## src/rtl/spi_pkg.sv

```systemverilog
// Shared SPI definitions used by the monarch/serf pair.
package spi_pkg;

  localparam int SPI_W = 16;
  localparam logic SCLK_IDLE = 1'b1;

  typedef enum logic {IDLE, ACTIVE} serf_state_t;

endpackage

```

## src/rtl/spi_sync_edge.sv

```systemverilog
// Two-flop synchroniser plus history flop with registered rise/fall pulses.
module spi_sync_edge #(
  parameter logic RST_VAL = 1'b1
) (
  input  logic clk,
  input  logic rst_n,
  input  logic din,
  output logic rise,
  output logic fall
);

  logic meta1;
  logic meta2;
  logic hist;

  // Reset to the line's idle level so leaving reset never looks like an edge.
  always_ff @(posedge clk or negedge rst_n) begin
    if (!rst_n) begin
      meta1 <= RST_VAL;
      meta2 <= RST_VAL;
      hist  <= RST_VAL;
      rise  <= 1'b0;
      fall  <= 1'b0;
    end else begin
      meta1 <= din;
      meta2 <= meta1;
      hist  <= meta2;
      rise  <= meta2 & ~hist;
      fall  <= ~meta2 & hist;
    end
  end

endmodule

```

## src/rtl/spi_serf.sv

```systemverilog
// 16-bit SPI responder: SCLK idles high, MOSI sampled on rise, MISO shifted on fall.
module spi_serf
  import spi_pkg::*;
#(
  parameter int DATA_W = SPI_W
) (
  input  logic              clk,
  input  logic              rst_n,
  input  logic              SS_n,
  input  logic              SCLK,
  input  logic              MOSI,
  output logic              MISO,
  input  logic [DATA_W-1:0] tx_data,
  output logic [DATA_W-1:0] rx_data,
  output logic              rdy,
  input  logic              clr_rdy,
  output logic              frm_err
);

  localparam int CNT_W = $clog2(DATA_W) + 1;
  localparam logic [CNT_W-1:0] CNT_FULL = CNT_W'(DATA_W);
  localparam logic [CNT_W-1:0] CNT_SAT  = CNT_W'(DATA_W + 1);

  serf_state_t state;
  serf_state_t state_next;

  logic ss_rise;
  logic ss_fall;
  logic sclk_rise;
  logic sclk_fall;
  logic mosi_meta;
  logic mosi_sync;
  logic mosi_smpl;
  logic seen_rise;
  logic [CNT_W-1:0]  rise_cnt;
  logic [DATA_W-1:0] shift_reg;
  logic [DATA_W-1:0] shifted;

  logic load;
  logic sample;
  logic shift_en;
  logic good;
  logic bad;

  spi_sync_edge #(.RST_VAL(1'b1)) u_ss_sync (
    .clk  (clk),
    .rst_n(rst_n),
    .din  (SS_n),
    .rise (ss_rise),
    .fall (ss_fall)
  );

  spi_sync_edge #(.RST_VAL(SCLK_IDLE)) u_sclk_sync (
    .clk  (clk),
    .rst_n(rst_n),
    .din  (SCLK),
    .rise (sclk_rise),
    .fall (sclk_fall)
  );

  always_ff @(posedge clk or negedge rst_n) begin
    if (!rst_n) begin
      mosi_meta <= 1'b0;
      mosi_sync <= 1'b0;
    end else begin
      mosi_meta <= MOSI;
      mosi_sync <= mosi_meta;
    end
  end

  always_ff @(posedge clk or negedge rst_n) begin
    if (!rst_n) state <= IDLE;
    else        state <= state_next;
  end

  always_comb begin
    state_next = state;
    case (state)
      IDLE:    if (ss_fall) state_next = ACTIVE;
      ACTIVE:  if (ss_rise) state_next = IDLE;
      default: state_next = IDLE;
    endcase
  end

  // End of frame takes priority over any SCLK edge landing in the same cycle.
  always_comb begin
    load     = 1'b0;
    sample   = 1'b0;
    shift_en = 1'b0;
    good     = 1'b0;
    bad      = 1'b0;
    case (state)
      IDLE: load = ss_fall;
      ACTIVE: begin
        if (ss_rise) begin
          good = (rise_cnt == CNT_FULL);
          bad  = (rise_cnt != CNT_FULL);
        end else begin
          sample   = sclk_rise;
          shift_en = sclk_fall & seen_rise;
        end
      end
      default: ;
    endcase
  end

  assign shifted = {shift_reg[DATA_W-2:0], mosi_smpl};
  assign MISO    = shift_reg[DATA_W-1];

  always_ff @(posedge clk or negedge rst_n) begin
    if (!rst_n) begin
      shift_reg <= '0;
      rise_cnt  <= '0;
      seen_rise <= 1'b0;
      mosi_smpl <= 1'b0;
    end else if (load) begin
      shift_reg <= tx_data;
      rise_cnt  <= '0;
      seen_rise <= 1'b0;
    end else begin
      if (good || shift_en) shift_reg <= shifted;
      if (sample) begin
        mosi_smpl <= mosi_sync;
        seen_rise <= 1'b1;
        if (rise_cnt != CNT_SAT) rise_cnt <= rise_cnt + 1'b1;
      end
    end
  end

  // A completed frame sets rdy even if clr_rdy arrives in the same cycle.
  always_ff @(posedge clk or negedge rst_n) begin
    if (!rst_n) begin
      rx_data <= '0;
      rdy     <= 1'b0;
      frm_err <= 1'b0;
    end else begin
      frm_err <= bad;
      if (good) begin
        rx_data <= shifted;
        rdy     <= 1'b1;
      end else if (load || clr_rdy) begin
        rdy <= 1'b0;
      end
    end
  end

endmodule
```

## config.mk

```make
export PLATFORM = sky130hd
export DESIGN_NAME = spi_serf
export DESIGN_NICKNAME = d
export VERILOG_FILES = /design/src/rtl/spi_pkg.sv /design/src/rtl/spi_sync_edge.sv /design/src/rtl/spi_serf.sv
export SDC_FILE = /design/constraint.sdc
export NUM_CORES = 1
export LEC_CHECK = 0
export CAP_MARGIN = 20
export CORE_MARGIN = 2
export CORE_UTILIZATION = 50
export CTS_BUF_LIST = sky130_fd_sc_hd__clkbuf_2
export DETAILED_ROUTE_END_ITERATION = 6
export GPL_ROUTABILITY_DRIVEN = 1
export PLACE_DENSITY = 0.85
export SETUP_SLACK_MARGIN = 0.15
export SYNTH_ARGS = -nofsm -noshare
export SYNTH_HDL_FRONTEND = slang
export SYNTH_SLANG_ARGS = --single-unit
```

## constraint.sdc

```tcl
create_clock -name clk -period 2.44 [get_ports clk]
set_input_delay 0.488 -clock clk [delete_from_list [all_inputs] [get_ports clk]]
set_output_delay 0.488 -clock clk [all_outputs]
set_load 0.01 [all_outputs]
```

==> results of run 1 <==
-- per-stage QoR --
step,std cells,hold slack (ns),setup WS [ns],util [%],area (um^2)
2_1_floorplan,152,0.192,0.711,-,2280
3_3_place_gp,244,0.333,0.556,62.3,2730
3_5_place_dp,244,0.347,0.455,62.3,2730
4_1_cts,252,0.0859,0.442,63.3,2770
5_1_grt,252,0.0975,0.373,63.3,2770
6_report,252,0.0826,0.460,63.3,2770
-- cell usage after synthesis, drive strengths merged (2+ instances only) --
cell type / count
mux2: 49
dfrtp: 48
dfstp: 6
a21oi: 5
nand2: 5
nor2b: 5
o21ai: 5
buf: 4
inv: 4
ha: 3
nand3: 3
or3: 3
nand4b: 2
nand4bb: 2
-- cells by family (layout without fill, tap and decap cells) --
group                      count (synthesis)  after routing  synth area share, %
AOI/OAI and AO/OA                         12             12                 3.51
muxes                                     49             49                 24.2
DFF                                       54             54                 59.6
and+or+nand+nor                           26             26                 8.56
buffers and inverters                      8             56                 2.47
adders and majority gates                  3              3                 1.65
-- worst min-delay path by stage --
stage	depth (start not counted)	end	slack, ns	startpoint
2_1_floorplan	0	frm_err$_DFF_PN0_	0.19	rst_n
3_3_place_gp	0	mosi_sync$_DFF_PN0_	0.33	mosi_meta$_DFF_PN0_
3_5_place_dp	0	u_sclk_sync.meta2$_DFF_PN1_	0.35	u_sclk_sync.meta1$_DFF_PN1_
4_1_cts	1	rx_data[14]$_DFFE_PN0P_	0.09	rst_n
5_1_grt	1	rx_data[3]$_DFFE_PN0P_	0.1	rst_n
6_report	1	rx_data[14]$_DFFE_PN0P_	0.08	rst_n
-- where the power goes --
group	leakage, nW	internal [mW]	switching (mW)
logic	0.488	0.285	0.156
clock network	0.0310	0.0762	0.262
registers	0.691	1.06	0.125
-- layout make-up --
| cell class | count | area (um^2) | area share [%] |
|---|---|---|---|
| flip-flops and latches | 54 | 1360 | 49.0 |
| clock inverters | 2 | 12.5 | 0.451 |
| multi-input cells | 90 | 867 | 31.3 |
| well taps | 52 | 65.1 | 2.35 |
| repair buffers | 44 | 425 | 15.3 |
| inverters | 4 | 15.0 | 0.541 |
| clock buffers | 6 | 30.0 | 1.08 |
-- critical path: cells and delay by family (launching register included) --
family                   cells  cell delay (ns)
flip-flops                   1             0.48
adder cells (fa/ha/maj)      1             0.20
AO/OA/AOI/OAI                1             0.54
buffers and inverters        1             0.11
multiplexers                 1             0.41
AND/OR/NAND/NOR              1             0.16
-- metal layers --
layer / vias up / GRT usage, % / wire (um)
met1: 685 / 20.6 / 1560
met4: 0 / 5.87 / 65
met5: - / 0 / 0
met3: 7 / 5.34 / 194
li1: 635 / - / -
met2: 34 / 29.5 / 2210
-- layout by cell type, fill, tap and decap left out, types with 2 or more instances in the layout --
master,count
ha_1,3
clkbuf_2,6
dfrtp_1,48
nand4b_1,2
o21ai_0,5
nor2b_1,4
or3_1,3
a21oi_1,5
nand2_1,5
inv_1,4
mux2_2,49
nand3_1,3
buf_4,4
dfstp_2,6
clkdlybuf4s50_1,39
==> results_tabular.tex, run 1 <==
\begin{tabular}{lr}
\hline
Metric & Value \\
\hline
\multicolumn{2}{l}{\textbf{Worst setup path}} \\
Nature of the critical path startpoint & register \\
Worst endpoint data arrival time & 2.32 ns \\
Worst setup slack for register-to-register paths & 0.46 ns \\
Category of the critical setup timing path & register to register \\
End of the critical path & shift\_reg[3]\$\_DFFE\_PN0P\_ \\
R2R Path Start & rise\_cnt[0]\$\_DFFE\_PN0P\_ \\
Endpoint of the most critical register-to-register path & shift\_reg[3]\$\_DFFE\_PN0P\_ \\
Nature of the critical path endpoint & register \\
Maximum net fanout on the critical path & 16 \\
Cell at the slowest stage of the critical path & o211ai\_4 \\
CP max stage delay & 0.54 ns \\
Depth of the worst register-to-register path & 5 \\
Required time at the endpoint of the critical path & 2.78 ns \\
Ordered list of cells on the worst path & inv\_1 > ha\_1 > nand4bb\_4 > o211ai\_4 > mux2\_2 \\
CP Launch Point & rise\_cnt[0]\$\_DFFE\_PN0P\_ \\
\multicolumn{2}{l}{\textbf{GRT}} \\
Total routing resource utilization after global routing & 17.2\% \\
Overflow left after global routing & 0 \\
Global-route wire length before repair & 6.79 mm \\
Antenna violations before repair & 0 \\
Via count of the first global-routing pass & 1,419 \\
Maximum number of pins on one net before global-route repair & 37 \\
\multicolumn{2}{l}{\textbf{Drt}} \\
Post-route antenna net violation count & 0 \\
Final routed wire length divided by cell count & 16.0 um \\
Initial detailed-routing violation count & 44 \\
Vias & 1,361 \\
Final wirelength & 4.03 mm \\
Number of remaining DRC errors & 0 \\
Via/cell ratio & 5.40 \\
Detailed Routing Iterations Pass 1 & 4 \\
\multicolumn{2}{l}{\textbf{Floorplan}} \\
Initial Utilization & 52.0\% \\
Horizontal extent of the die & 71.5 um \\
I/O pin count & 41 \\
Total die area & 5120 um\^{}2 \\
Placeable Area & 4380 um\^{}2 \\
Die Ht & 71.5 um \\
\# rows & 24 \\
\multicolumn{2}{l}{\textbf{Clocking}} \\
Source-to-sink clock delay at the later pin of the worst-skew pair & 0.43 ns \\
Clk sink count & 54 \\
Hold-fix buffers at CTS & 0 \\
Buffers inserted by post-CTS timing repair & 0 \\
Clock-pin slew on the worst setup and hold paths & 0.26 ns \\
Post-CTS Resized & 0 \\
H-tree Lvls & 2 \\
CTS tree & done \\
Maximum buffer depth of the clock tree & 2 \\
Number of buffers created by CTS & 5 \\
Root buffer selected by CTS & clkbuf\_2 \\
\multicolumn{2}{l}{\textbf{STA}} \\
RSZ-0062 raised after global routing & false \\
Total count of max-transition violations in the final report & 0 \\
Fin. Hold Viols & 0 \\
Tcrit/Tclk final & 81.1\% \\
Accumulated negative setup slack & 0 ns \\
Maximum achievable frequency & 505 MHz \\
Measured slew at the worst slew-check pin & 0.753 ns \\
Tmin final & 1.98 ns \\
Relative slew slack & 49.8\% \\
Final setup violation count & 0 \\
Setup clock skew after layout & 0.0167 ns \\
\multicolumn{2}{l}{\textbf{Logic synthesis}} \\
Share of synthesized area occupied by flip-flops and latches & 59.6\% \\
Unique masters post-synth & 25 \\
Number of synthesized flops with an enable pin & 0 \\
Syn\_area\_per\_cell & 15.0 um\^{}2 \\
Largest cells by area after synthesis & dfrtp\_1 53\%, mux2\_2 24\%, dfstp\_2 6.9\%, ha\_1 1.6\%, nor2b\_1 1.4\% \\
Most used flip-flop cell after synthesis & dfrtp\_1 \\
Count of yosys warnings during synthesis & 0 \\
Area fraction of the dominant cell type after synthesis & 52.7\% \\
Post-synthesis cell count & 152 \\
Syn nets & 177 \\
Area of the mapped netlist & 2280 um\^{}2 \\
Async S/R FF share, synth & 100\% \\
Cell taking the most area after synthesis & dfrtp\_1 \\
Register bit total from synthesis & 54 \\
\multicolumn{2}{l}{\textbf{Power and ir drop}} \\
Peak supply drop & 0.407 mV \\
Power Total & 1.97 mW \\
Power per Cell Area & 709 nW/um\^{}2 \\
Static leakage power & 1.21 nW \\
\multicolumn{2}{l}{\textbf{Place}} \\
Estimated wirelength of the detail-placed design & 3.07 mm \\
Number of buffer cells added on primary ports & 40 \\
RePlAce Congestion & 0.728 \\
\multicolumn{2}{l}{\textbf{Outcome}} \\
Run status & finished, final reports clean \\
\multicolumn{2}{l}{\textbf{Cells and area}} \\
P\&R area growth vs syn & 21.7\% \\
Fillers & 336 \\
Fraction of layout cells with a size suffix above 1 & 36.5\% \\
Antenna cell count & 0 \\
Nets & 224 \\
\multicolumn{2}{l}{\textbf{Flow run}} \\
Max-cap check violation count & 0 \\
\multicolumn{2}{l}{\textbf{Min path}} \\
Kind of path behind the tightest hold check & input port to asynchronous set/reset pin \\
\hline
\end{tabular}
Note: power is estimated with default switching activity, not from simulation.
==> run 2: changes to the inputs <==
--- a/config.mk
+++ b/config.mk
@@ -7,11 +7,11 @@
 export LEC_CHECK = 0
 export CAP_MARGIN = 20
 export CORE_MARGIN = 2
-export CORE_UTILIZATION = 50
+export CORE_UTILIZATION = 49
 export CTS_BUF_LIST = sky130_fd_sc_hd__clkbuf_2
 export DETAILED_ROUTE_END_ITERATION = 6
 export GPL_ROUTABILITY_DRIVEN = 1
-export PLACE_DENSITY = 0.85
+export PLACE_DENSITY = 0.86
 export SETUP_SLACK_MARGIN = 0.15
 export SYNTH_ARGS = -nofsm -noshare
 export SYNTH_HDL_FRONTEND = slang
==> constraint.sdc (replaced) <==
create_clock -name clk -period 1.6 [get_ports clk]
set_input_delay 0.32 -clock clk [delete_from_list [all_inputs] [get_ports clk]]
set_output_delay 0.32 -clock clk [all_outputs]
set_load 0.01 [all_outputs]
==> results_tabular.tex, run 2 (synthesized netlist as in run 1, its figures left out) <==
\begin{tabular}{lr}
\hline
Metric & Value \\
\hline
\multicolumn{2}{l}{\textbf{STA}} \\
Final hold slack & 0.274 ns \\
Final setup violation count & 33 \\
Setup clock skew after layout & 0.0399 ns \\
RSZ-0062 raised after global routing & true \\
Tcrit/Tclk final & 108\% \\
Fin. Hold Viols & 0 \\
Setup slack of the critical path after layout & -0.135 ns \\
Relative slew slack & 80.7\% \\
Total count of max-transition violations in the final report & 0 \\
Maximum achievable frequency & 576 MHz \\
Tmin final & 1.73 ns \\
Measured slew at the worst slew-check pin & 0.288 ns \\
Accumulated negative setup slack & -3.44 ns \\
\multicolumn{2}{l}{\textbf{Drt}} \\
Number of remaining DRC errors & 0 \\
Post-route antenna net violation count & 0 \\
Vias & 1,520 \\
Final routed wire length divided by cell count & 17.2 um \\
Via/cell ratio & 5.35 \\
Final wirelength & 4.89 mm \\
Initial detailed-routing violation count & 71 \\
Detailed Routing Iterations Pass 1 & 4 \\
\multicolumn{2}{l}{\textbf{Floorplan}} \\
Horizontal extent of the die & 72.2 um \\
Total die area & 5210 um\^{}2 \\
I/O pin count & 41 \\
Initial Utilization & 51.6\% \\
Die Ht & 72.2 um \\
\# rows & 24 \\
Placeable Area & 4410 um\^{}2 \\
\multicolumn{2}{l}{\textbf{Place}} \\
Number of cells after detailed placement & 254 \\
RePlAce Congestion & 0.755 \\
Estimated wirelength of the detail-placed design & 3.11 mm \\
Number of buffer cells added on primary ports & 40 \\
Worst slack at placement & -0.0765 ns \\
\multicolumn{2}{l}{\textbf{Clocking}} \\
Clock-pin slew on the worst setup and hold paths & 0.29 ns \\
Root buffer selected by CTS & clkbuf\_2 \\
H-tree Lvls & 2 \\
Maximum buffer depth of the clock tree & 2 \\
Source-to-sink clock delay at the later pin of the worst-skew pair & 0.45 ns \\
Clk sink count & 54 \\
Number of buffers created by CTS & 5 \\
CTS tree & done \\
\multicolumn{2}{l}{\textbf{Worst setup path}} \\
Nature of the critical path startpoint & register \\
Maximum net fanout on the critical path & 10 \\
Required time at the endpoint of the critical path & 1.95 ns \\
Ordered list of cells on the worst path & inv\_2 > ha\_4 > nand4bb\_4 > buf\_4 > nor2\_4 > buf\_12 > mux2\_4 \\
Cell at the slowest stage of the critical path & dfrtp\_1 \\
Category of the critical setup timing path & register to register \\
Nature of the critical path endpoint & register \\
Worst endpoint data arrival time & 2.08 ns \\
CP max stage delay & 0.46 ns \\
\multicolumn{2}{l}{\textbf{Cells and area}} \\
Count of non-filler cells in the finished layout & 284 \\
Most frequent standard cell in the layout excluding fill and tap cells & dfrtp\_1 \\
Nets & 256 \\
Most frequent cells in the layout & 46 x dfrtp\_1, 32 x mux2\_4, 25 x buf\_4, 20 x clkdlybuf4s50\_1, 17 x mux2\_2 \\
Fraction of layout cells with a size suffix above 1 & 56.9\% \\
P\&R area growth vs syn & 39.8\% \\
Antenna cell count & 0 \\
\multicolumn{2}{l}{\textbf{Power and ir drop}} \\
Switching power & 0.960 mW \\
Clock share of power & 15.6\% \\
Net Sw Frac & 28.4\% \\
Register share of total power & 54.3\% \\
Cell Int Power & 2.41 mW \\
Peak supply drop & 0.662 mV \\
Combinational Power Share & 30.1\% \\
Power per Cell Area & 1060 nW/um\^{}2 \\
Power Total & 3.37 mW \\
Static leakage power & 1.49 nW \\
\multicolumn{2}{l}{\textbf{Outcome}} \\
Violations in the final reports & setup timing \\
Run status & finished with violations \\
\multicolumn{2}{l}{\textbf{GRT}} \\
Maximum number of pins on one net before global-route repair & 55 \\
Via count of the first global-routing pass & 1,670 \\
Antenna violations before repair & 0 \\
Overflow left after global routing & 0 \\
Total routing resource utilization after global routing & 20.2\% \\
Global-route wire length before repair & 8.07 mm \\
\multicolumn{2}{l}{\textbf{Min path}} \\
Kind of path behind the tightest hold check & input port to register \\
\multicolumn{2}{l}{\textbf{Flow run}} \\
Max-cap check violation count & 0 \\
\hline
\end{tabular}
[run 2: worst max-delay path, delay by kind of cell, from the launching register on]
kind          cells  cell delay, ns
simple gates      2            0.27
buf+inv           3            0.43
fa+ha+maj         1            0.15
mux               1            0.31
flops             1            0.46
[run 2: area by class of cell]
class	count	area [um^2]
fillers	267	1230
well taps	52	65.1
inverters	4	15.0
repair buffers	76	667
clock inverters	3	16.3
flip-flops and latches	54	1360
multi-input cells	90	1040
clock buffers	5	25.0
[run 2: repair_timing]
item                                   4_1_cts  5_1_grt
buffers inserted                            13        7
cloned                                       1        0
setup endpoints to repair                   52       49
hold buffers                                 1        0
endpoints found under the hold margin       48        0
gates resized for setup                     69       24
pin swaps                                    6        4
[run 2: through the flow]
step                      instance area (um^2)  util [%]
after global placement                    2960      67.0
after detailed placement                  2960      67.0
after global routing                      3190      72.2
final                                     3190      72.2
after CTS                                 3140      71.1
after floorplan                           2390         -
[run 2: final timing paths]
kind / from / to / slack [ns] / depth (start not counted)
setup / recovery: rise_cnt[0]$_DFFE_PN0P_ / rx_data[15]$_DFFE_PN0P_ / -0.13 / 7
hold / removal: SCLK / u_sclk_sync.meta1$_DFF_PN1_ / 0.27 / 1
setup reg to reg: rise_cnt[0]$_DFFE_PN0P_ / rx_data[15]$_DFFE_PN0P_ / -0.13 / 7
hold reg to reg: u_sclk_sync.meta1$_DFF_PN1_ / u_sclk_sync.meta2$_DFF_PN1_ / 0.38 / 0
max in group asynchronous: rst_n / u_ss_sync.meta1$_DFF_PN1_ / 0.94 / 3
min in group asynchronous: rst_n / rx_data[4]$_DFFE_PN0P_ / 0.33 / 3
[run 2: power by group through the flow]
stage	combinational [mW]	sequential [mW]	clock (mW)
floorplan	0.583	1.79	0
global placement	0.798	1.83	0
detailed placement	0.843	1.85	0
CTS	0.956	1.82	0.532
global route	1.10	1.87	0.585
finish	1.02	1.83	0.526
[run 2: metal layers]
metal  up-vias  wire [um]  track usage, %
met5         -          0               0
met4         0         89            8.60
met3         8        208            3.47
met2        44       2500            33.7
met1       769       2080            26.2
li1        699          -               -
==> run 3: changes to the inputs <==
--- a/config.mk
+++ b/config.mk
@@ -5,7 +5,8 @@
 export SDC_FILE = /design/constraint.sdc
 export NUM_CORES = 1
 export LEC_CHECK = 0
-export CAP_MARGIN = 20
+export ABC_AREA = 0
+export CAP_MARGIN = 40
 export CORE_MARGIN = 2
 export CORE_UTILIZATION = 49
 export CTS_BUF_LIST = sky130_fd_sc_hd__clkbuf_2
@@ -13,6 +14,7 @@
 export GPL_ROUTABILITY_DRIVEN = 1
 export PLACE_DENSITY = 0.86
 export SETUP_SLACK_MARGIN = 0.15
+export SKIP_LAST_GASP = 1
 export SYNTH_ARGS = -nofsm -noshare
 export SYNTH_HDL_FRONTEND = slang
 export SYNTH_SLANG_ARGS = --single-unit
==> results_tabular.tex, run 3 (synthesized netlist as in run 1, its figures left out) <==
\begin{tabular}{lr}
\hline
Metric & Value \\
\hline
\multicolumn{2}{l}{\textbf{Outcome}} \\
Run status & finished with violations \\
Violations in the final reports & setup timing \\
\multicolumn{2}{l}{\textbf{Floorplan}} \\
Die Ht & 72.2 um \\
Placeable Area & 4410 um\^{}2 \\
Horizontal extent of the die & 72.2 um \\
Total die area & 5210 um\^{}2 \\
Initial Utilization & 51.6\% \\
\# rows & 24 \\
I/O pin count & 41 \\
\multicolumn{2}{l}{\textbf{Drt}} \\
Final wirelength & 4.94 mm \\
Number of remaining DRC errors & 0 \\
Detailed Routing Iterations Pass 1 & 4 \\
Initial detailed-routing violation count & 90 \\
Via/cell ratio & 5.40 \\
Post-route antenna net violation count & 0 \\
Final routed wire length divided by cell count & 17.4 um \\
Vias & 1,529 \\
\multicolumn{2}{l}{\textbf{GRT}} \\
Global-route wire length before repair & 8.05 mm \\
Total routing resource utilization after global routing & 20.2\% \\
Overflow left after global routing & 0 \\
Maximum number of pins on one net before global-route repair & 55 \\
Antenna violations before repair & 0 \\
Via count of the first global-routing pass & 1,672 \\
\multicolumn{2}{l}{\textbf{Worst setup path}} \\
CP Launch Point & rise\_cnt[0]\$\_DFFE\_PN0P\_ \\
Required time at the endpoint of the critical path & 1.95 ns \\
End of the critical path & rx\_data[15]\$\_DFFE\_PN0P\_ \\
Depth of the worst register-to-register path & 7 \\
Ordered list of cells on the worst path & inv\_2 > ha\_4 > nand4bb\_4 > buf\_4 > nor2\_4 > buf\_12 > mux2\_4 \\
Nature of the critical path endpoint & register \\
Nature of the critical path startpoint & register \\
CP max stage delay & 0.46 ns \\
Cell depth of the worst setup path & 7 \\
Endpoint of the most critical register-to-register path & rx\_data[15]\$\_DFFE\_PN0P\_ \\
Maximum net fanout on the critical path & 10 \\
Category of the critical setup timing path & register to register \\
WP buf/inv & 3 \\
Worst setup slack for register-to-register paths & -0.13 ns \\
R2R Path Start & rise\_cnt[0]\$\_DFFE\_PN0P\_ \\
Worst endpoint data arrival time & 2.08 ns \\
Top cell family by delay on the critical path & flip-flops \\
Cell at the slowest stage of the critical path & dfrtp\_1 \\
\multicolumn{2}{l}{\textbf{Cells and area}} \\
Antenna cell count & 0 \\
P\&R area growth vs syn & 39.0\% \\
Count of non-filler cells in the finished layout & 283 \\
Most frequent cells in the layout & 46 x dfrtp\_1, 32 x mux2\_4, 24 x buf\_4, 20 x clkdlybuf4s50\_1, 17 x mux2\_2 \\
Fraction of layout cells with a size suffix above 1 & 56.3\% \\
Most frequent standard cell in the layout excluding fill and tap cells & dfrtp\_1 \\
Nets & 255 \\
\multicolumn{2}{l}{\textbf{Clocking}} \\
Source-to-sink clock delay at the later pin of the worst-skew pair & 0.45 ns \\
Number of buffers created by CTS & 5 \\
H-tree Lvls & 2 \\
Maximum buffer depth of the clock tree & 2 \\
Clk sink count & 54 \\
CTS tree & done \\
Root buffer selected by CTS & clkbuf\_2 \\
Clock-pin slew on the worst setup and hold paths & 0.29 ns \\
\multicolumn{2}{l}{\textbf{STA}} \\
Setup slack of the critical path after layout & -0.134 ns \\
Maximum achievable frequency & 577 MHz \\
Accumulated negative setup slack & -3.45 ns \\
Fin. Hold Viols & 0 \\
Measured slew at the worst slew-check pin & 0.294 ns \\
Tcrit/Tclk final & 108\% \\
Relative slew slack & 80.4\% \\
Total count of max-transition violations in the final report & 0 \\
Tmin final & 1.73 ns \\
RSZ-0062 raised after global routing & true \\
Final hold slack & 0.276 ns \\
Final setup violation count & 33 \\
Setup clock skew after layout & 0.0418 ns \\
\multicolumn{2}{l}{\textbf{Flow run}} \\
Max-cap check violation count & 0 \\
\multicolumn{2}{l}{\textbf{Power and ir drop}} \\
Peak supply drop & 0.662 mV \\
Power per Cell Area & 1060 nW/um\^{}2 \\
Static leakage power & 1.49 nW \\
\multicolumn{2}{l}{\textbf{Place}} \\
RePlAce Congestion & 0.755 \\
Number of cells after detailed placement & 254 \\
Worst slack at placement & -0.0765 ns \\
Estimated wirelength of the detail-placed design & 3.11 mm \\
Number of buffer cells added on primary ports & 40 \\
\multicolumn{2}{l}{\textbf{Min path}} \\
Kind of path behind the tightest hold check & input port to register \\
\hline
\end{tabular}
==> run 3: where the power goes <==
group / total, mW / internal (mW) / switching, mW
Sequential: 1.83 / 1.62 / 0.208
Clock: 0.523 / 0.102 / 0.422
Combinational: 1.01 / 0.684 / 0.323
Total: 3.36 / 2.41 / 0.953
==> run 3: what timing repair did <==
item | CTS | global route
hold endpoints to repair | 48 | 0
pin swaps | 3 | 7
resized for setup | 66 | 24
cloned | 1 | 0
buffers inserted | 13 | 6
setup endpoints to repair | 52 | 50
hold buffers | 1 | 0
==> run 3: through the flow <==
step | total power [mW] | utilization (%) | area, um^2
4_1_cts | 3.31 | 71.2 | 3140
3_5_place_dp | 2.69 | 67.0 | 2960
5_1_grt | 3.54 | 71.8 | 3170
2_1_floorplan | 2.37 | - | 2390
3_3_place_gp | 2.62 | 67.0 | 2960
6_report | 3.36 | 71.8 | 3170
==> run 3: layout make-up <==
class / instances / area, um^2
Clock buffer: 5 / 25.0
Sequential cell: 54 / 1360
Tap cell: 52 / 65.1
Fill cell: 270 / 1240
Multi-Input combinational cell: 90 / 1030
Timing Repair Buffer: 75 / 659
Inverter: 4 / 15.0
Clock inverter: 3 / 16.3
==> run 3: worst reg2reg max path, cell delays in order, from the launching register on <==
cell       delay [ns]
dfrtp_1          0.46
inv_2            0.09
ha_4             0.15
nand4bb_4        0.13
buf_4            0.17
nor2_4           0.14
buf_12           0.17
mux2_4           0.31
==> run 3: worst min path at each step <==
stage / start / endpoint / slack [ns] / depth (start not counted)
finish: SCLK / u_sclk_sync.meta1$_DFF_PN1_ / 0.28 / 1
global route: SCLK / u_sclk_sync.meta1$_DFF_PN1_ / 0.22 / 1
CTS: SCLK / u_sclk_sync.meta1$_DFF_PN1_ / 0.25 / 1
detailed placement: rst_n / rx_data[4]$_DFFE_PN0P_ / 0.33 / 2
global placement: rst_n / rx_data[5]$_DFFE_PN0P_ / 0.33 / 2
floorplan: rst_n / frm_err$_DFF_PN0_ / 0.02 / 0
==> run 3: layer usage <==
layer  vias up  part of all wire [%]  track usage, %
met2        43                    53            33.8
met3         8                   4.0            3.47
li1        695                     -               -
met4         0                   1.8            8.60
met5         -                     0               0
met1       783                    42            25.9
